File: src/rtl/mode_ctrl_pkg.sv
// mode_ctrl_pkg: shared types and constants for the mode_ctrl button front end.
//   state_t   - debounce FSM states
//   MODE_UP   - mode_o value for counting up   (updown_counter.mode_i = 0)
//   MODE_DOWN - mode_o value for counting down (updown_counter.mode_i = 1)
package mode_ctrl_pkg;

    typedef enum logic [1:0] {
        IDLE      = 2'd0,
        PRESS_CHK = 2'd1,
        HELD      = 2'd2,
        REL_CHK   = 2'd3
    } state_t;

    localparam logic MODE_UP   = 1'b0;
    localparam logic MODE_DOWN = 1'b1;

endpackage

File: src/rtl/mode_ctrl_btn_sync.sv
// btn_sync: two-flop synchroniser for the raw push-button.
//   clk_i   - clock
//   rst_i   - synchronous active-low reset, clears both flops to 0
//   async_i - raw asynchronous input
//   sync_o  - input synchronised to clk_i (two-cycle latency)
module btn_sync (
    input  logic clk_i,
    input  logic rst_i,
    input  logic async_i,
    output logic sync_o
);

    logic s1;
    logic s2;

    always_ff @(posedge clk_i) begin
        if (!rst_i) begin
            s1 <= 1'b0;
            s2 <= 1'b0;
        end else begin
            s1 <= async_i;
            s2 <= s1;
        end
    end

    assign sync_o = s2;

endmodule

File: src/rtl/mode_ctrl.sv
// mode_ctrl: debounces a raw push-button and toggles the up/down mode once
// per clean press. Optional long-press clear is enabled by defining
// MODE_CTRL_LONGPRESS_EN.
//   clk_i   - clock, rising edge
//   rst_i   - synchronous active-low reset
//   btn_i   - raw asynchronous button, active-high
//   mode_o  - mode to updown_counter (0 = up, 1 = down)
//   press_o - one-cycle pulse per accepted press
//   clr_o   - one-cycle long-press clear request (0 when feature absent)
module mode_ctrl
    import mode_ctrl_pkg::*;
#(
    parameter  int unsigned DEBOUNCE_CYCLES = 4,
    parameter  int unsigned LONG_CYCLES     = 16,
    localparam int unsigned CNT_W           = $clog2(LONG_CYCLES + 1)
) (
    input  logic clk_i,
    input  logic rst_i,
    input  logic btn_i,
    output logic mode_o,
    output logic press_o,
    output logic clr_o
);

    localparam logic [CNT_W-1:0] DB_LAST = CNT_W'(DEBOUNCE_CYCLES - 1);

    logic             btn_s;
    state_t           state;
    logic [CNT_W-1:0] cnt;
    logic             mode_q;
    logic             press_q;

`ifdef MODE_CTRL_LONGPRESS_EN
    localparam logic [CNT_W-1:0] LONG_LAST = CNT_W'(LONG_CYCLES - 1);
    localparam logic [CNT_W-1:0] LONG_MAX  = CNT_W'(LONG_CYCLES);

    logic [CNT_W-1:0] hold;
    logic             clr_q;
`endif

    btn_sync u_sync (
        .clk_i   (clk_i),
        .rst_i   (rst_i),
        .async_i (btn_i),
        .sync_o  (btn_s)
    );

    always_ff @(posedge clk_i) begin
        if (!rst_i) begin
            state   <= IDLE;
            cnt     <= '0;
            mode_q  <= MODE_UP;
            press_q <= 1'b0;
`ifdef MODE_CTRL_LONGPRESS_EN
            hold    <= '0;
            clr_q   <= 1'b0;
`endif
        end else begin
            press_q <= 1'b0;
`ifdef MODE_CTRL_LONGPRESS_EN
            clr_q   <= 1'b0;
`endif
            unique case (state)
                IDLE: begin
                    if (btn_s) begin
                        state <= PRESS_CHK;
                        cnt   <= '0;
                    end
                end
                PRESS_CHK: begin
                    if (!btn_s) begin
                        state <= IDLE;
                    end else if (cnt == DB_LAST) begin
                        state   <= HELD;
                        mode_q  <= ~mode_q;
                        press_q <= 1'b1;
`ifdef MODE_CTRL_LONGPRESS_EN
                        hold    <= '0;
`endif
                    end else begin
                        cnt <= cnt + 1'b1;
                    end
                end
                HELD: begin
                    if (!btn_s) begin
                        state <= REL_CHK;
                        cnt   <= '0;
                    end
`ifdef MODE_CTRL_LONGPRESS_EN
                    else begin
                        // Saturating at LONG_CYCLES guarantees a single clear per hold,
                        // including across release bounces back into HELD.
                        if (hold == LONG_LAST) begin
                            clr_q  <= 1'b1;
                            mode_q <= MODE_UP;
                        end
                        if (hold != LONG_MAX) begin
                            hold <= hold + 1'b1;
                        end
                    end
`endif
                end
                REL_CHK: begin
                    if (btn_s) begin
                        state <= HELD;
                    end else if (cnt == DB_LAST) begin
                        state <= IDLE;
                    end else begin
                        cnt <= cnt + 1'b1;
                    end
                end
            endcase
        end
    end

    assign mode_o  = mode_q;
    assign press_o = press_q;
`ifdef MODE_CTRL_LONGPRESS_EN
    assign clr_o   = clr_q;
`else
    assign clr_o   = 1'b0;
`endif

endmodule

File: config.mk
export PLATFORM = sky130hd
export DESIGN_NAME = mode_ctrl
export DESIGN_NICKNAME = d
export VERILOG_FILES = /design/src/rtl/mode_ctrl_pkg.sv /design/src/rtl/mode_ctrl_btn_sync.sv /design/src/rtl/mode_ctrl.sv
export SDC_FILE = /design/constraint.sdc
export NUM_CORES = 1
export LEC_CHECK = 0
export CAP_MARGIN = 10
export CORE_MARGIN = 2
export CORE_UTILIZATION = 35
export DETAILED_ROUTE_END_ITERATION = 7
export PLACE_DENSITY = 0.66
export SETUP_SLACK_MARGIN = 0.15
export SYNTH_ARGS = -nofsm -noshare
export SYNTH_HDL_FRONTEND = slang
export SYNTH_SLANG_ARGS = --single-unit
File: constraint.sdc
create_clock -name clk_i -period 1.55 [get_ports clk_i]
set_input_delay 0.31 -clock clk_i [delete_from_list [all_inputs] [get_ports clk_i]]
set_output_delay 0.31 -clock clk_i [all_outputs]
set_load 0.01 [all_outputs]
==> flow_summary_export.csv <==
group,metric,value,unit
floorplanning,die_w,42.8,microns
global_route,overflow,0,
yosys,yosys-top-cells-area,"dfxtp_1 (42%), nand2_1 (5.7%), and2_1 (4.7%)",
yosys,yosys-mux-area-fraction,0.0190,
power_and_ir_drop,powerDensity,760,mW/mm^2
placed_design,io_buffers,4,
setup_path,cp_max_fo,6,
yosys,synth.yosys.seq_area_share,0.417,
final_layout,ff_latch_area,225,sq um
final_layout,fin_area,681,sq um
final_layout,final_cell_mix,"dfxtp_1 (9), nand2_1 (8), buf_4 (8)",
yosys,syn_nets,62,
yosys,synthXorXnorAreaFrac,0.0332,
yosys,synth.top_cell.area_share,0.417,
worst_hold_path,hp-class,"flop to flop",
yosys,syn-cell-area,528,sq um
floorplanning,rows,14,
setup_path,cp_top_family,"simple AND/OR/NAND/NOR gates",
global_route,grt_pass1_vias,402,
drt,ant_nets,0,
final_layout,multi_input_area,304,sq um
placed_design,pre_cts_ws,98.0,ps
yosys,synth_fa_ha_area_frac,0.0237,
clock_network,cts_sinks,11,
clock_network,cts.path.max_buffers,2,
setup_path,cp.arrival,1590,ps
final_layout,drive_gt1_frac,0.239,
power_and_ir_drop,internal-power,0.000399,W
yosys,synth_compound_area_frac,0.0972,
timing,hold_violations,0,
final_layout,fill_cells,142,
drt,wire_per_inst,11.4,microns
floorplanning,initial_core_util,0.363,
power_and_ir_drop,combPwrFrac,0.057,
yosys,synth_top_area_cell,"dfxtp_1",
global_route,grt_use_total,0.125,
placed_design,dp_cells,81,
timing,period_needed,1390,ps
clock_network,htreeDepth,1,
clock_network,cts_hold_buf,0,
timing,drv_slew,0,
setup_path,cp_slowest_cell,"or4b_1",
floorplanning,core,0.00145,sq mm
drt,drtPass1Iterations,4,
global_route,grt_antenna_before_repair,0,
power_and_ir_drop,pwr-share-seq,0.554,
final_layout,insertedDiodeCount,0,
drt,drc,0,
clock_network,cts-buffers-inserted,3,
power_and_ir_drop,p_clk_frac,0.389,
setup_path,start_kind,"flop",
drt,wirelength,993,microns
placed_design,gp_congestion,0.743,
placed_design,dp_hpwl,716,microns
drt,drt_iter0_drc,8,
power_and_ir_drop,netSwitchingPower,0.000119,W
final_layout,nNetsFinal,76,
yosys,synth_warnings,0,
power_and_ir_drop,switching_share,0.230,
final_layout,area_growth_syn_to_layout,28.9,%
placed_design,detailed_place.area,617,sq um
setup_path,critical_path.cell_chain,"ha_4 > nor4b_4 > or4b_1 > a31oi_1",
yosys,syn_area_per_cell,9.10,sq um
run,drv_cap,0,
yosys,yosysUniqueCellTypes,28,
status,status,"complete, no violations",
timing,fin_worst_skew,2.89,ps
yosys,synth_cells,58,
timing,setup_slack,160,ps
yosys,yosys.area_share.simple,0.358,
setup_path,criticalPathCategory,"flop to flop",
global_route,grt_first_pass_wirelength,1670,microns
timing,fin_crit_sh,0.897,
setup_path,cp_num_buf_inv,0,
final_layout,final_cells,87,
yosys,ys_ff_latch,11,
timing,setup_viol,0,
timing,max_freq,719,MHz
floorplanning,die_h,42.8,microns
floorplanning,pin_count,6,
clock_network,root_buffer,"clkbuf_4",
final_layout,final_common_cell,"dfxtp_1",
drt,routed_via_density,5.17,
clock_network,clk_pin_slew,70,ps
drt,via_count,450,
power_and_ir_drop,vdd_drop_max,397,uV
global_route,grt_max_degree,12,
setup_path,worstPathRequired,1750,ps
timing,finalSetupTns,0,ps
timing,rsz0062_at_grt,"true",
power_and_ir_drop,p_leak,0.256,nW
floorplanning,die_area,0.00184,sq mm
setup_path,crit_path_end_kind,"flop",
yosys,synth_top_family_by_area,"simple AND/OR/NAND/NOR gates",
clock_network,clock_latency,270,ps
clock_network,cts_tree,"yes",
setup_path,cpPeakStageDelay,520,ps
==> cell type report <==
| cell class | count | area share |
|---|---|---|
| clock buffer | 4 | 0.0386 |
| inverter | 2 | 0.0110 |
| multi-input combinational | 42 | 0.447 |
| sequential | 11 | 0.331 |
| tap | 16 | 0.0294 |
| timing repair buffer | 12 | 0.143 |
==> registers in the layout (all words and copies together), names as in the netlist, named ones only <==
register,flops
cnt,5
mode_o,1
press_o,1
state,1
u_sync.s1,1
u_sync.sync_o,1
==> metrics by stage <==
stage	utilization	power, W	hold slack (ps)
6_report	0.468	0.000517	447
2_1_floorplan	-	0.000310	412
3_5_place_dp	0.424	0.000323	434
3_3_place_gp	0.424	0.000323	430
4_1_cts	0.456	0.000531	454
5_1_grt	0.468	0.000543	469
==> synth_stat cells <==
master / count
xnor2_1: 1
or4b_1: 2
ha_1: 1
inv_1: 2
clkbuf_1: 1
and2_1: 4
nand2b_1: 2
o21bai_1: 1
buf_2: 1
a21oi_1: 1
mux2i_1: 1
o22ai_1: 1
xor2_1: 1
nand4_1: 1
and4b_2: 1
nand3_1: 5
nor4b_4: 1
conb_1: 1
nand4b_1: 2
or3_1: 1
a31oi_1: 3
o32ai_1: 1
buf_4: 1
o21ai_0: 1
nor3_1: 1
and3_1: 1
dfxtp_1: 11
nand2_1: 8
==> worst paths after layout <==
path | cells past startpoint | slack [ps] | startpoint | to
setup reg to reg | 4 | 160 | cnt[1]$_SDFFE_PN0P_ | cnt[0]$_SDFFE_PN0P_
hold reg to reg | 1 | 450 | u_sync.s1$_SDFF_PN0_ | u_sync.sync_o$_SDFF_PN0_
hold / removal | 1 | 450 | u_sync.s1$_SDFF_PN0_ | u_sync.sync_o$_SDFF_PN0_
setup / recovery | 4 | 160 | cnt[1]$_SDFFE_PN0P_ | cnt[0]$_SDFFE_PN0P_
==> per-layer routing <==
layer | part of all wire | global-route usage
met3 | 0.038 | 0.0511
met5 | 0 | 0
met2 | 0.46 | 0.194
met1 | 0.48 | 0.141
met4 | 0.014 | 0.0750
==> cell families after synthesis <==
family / after synthesis
flops: 11
xor+xnor: 2
compound gates: 8
buf+inv: 5
fa+ha+maj: 1
simple gates: 29
other cells: 1
mux: 1
==> power by group through the flow <==
stage	clock, W	combinational [W]	sequential, W
3_5_place_dp	0	0.0000287	0.000295
3_3_place_gp	0	0.0000286	0.000295
5_1_grt	0.000224	0.0000324	0.000287
2_1_floorplan	0	0.0000161	0.000294
6_report	0.000201	0.0000294	0.000287
4_1_cts	0.000215	0.0000287	0.000288
==> what timing repair did <==
action	in CTS	in global routing
setup endpoints to repair	5	6
resized for setup	6	2
setup buffers	1	1
pin swaps	1	4
(Power assumes the default switching activity.)
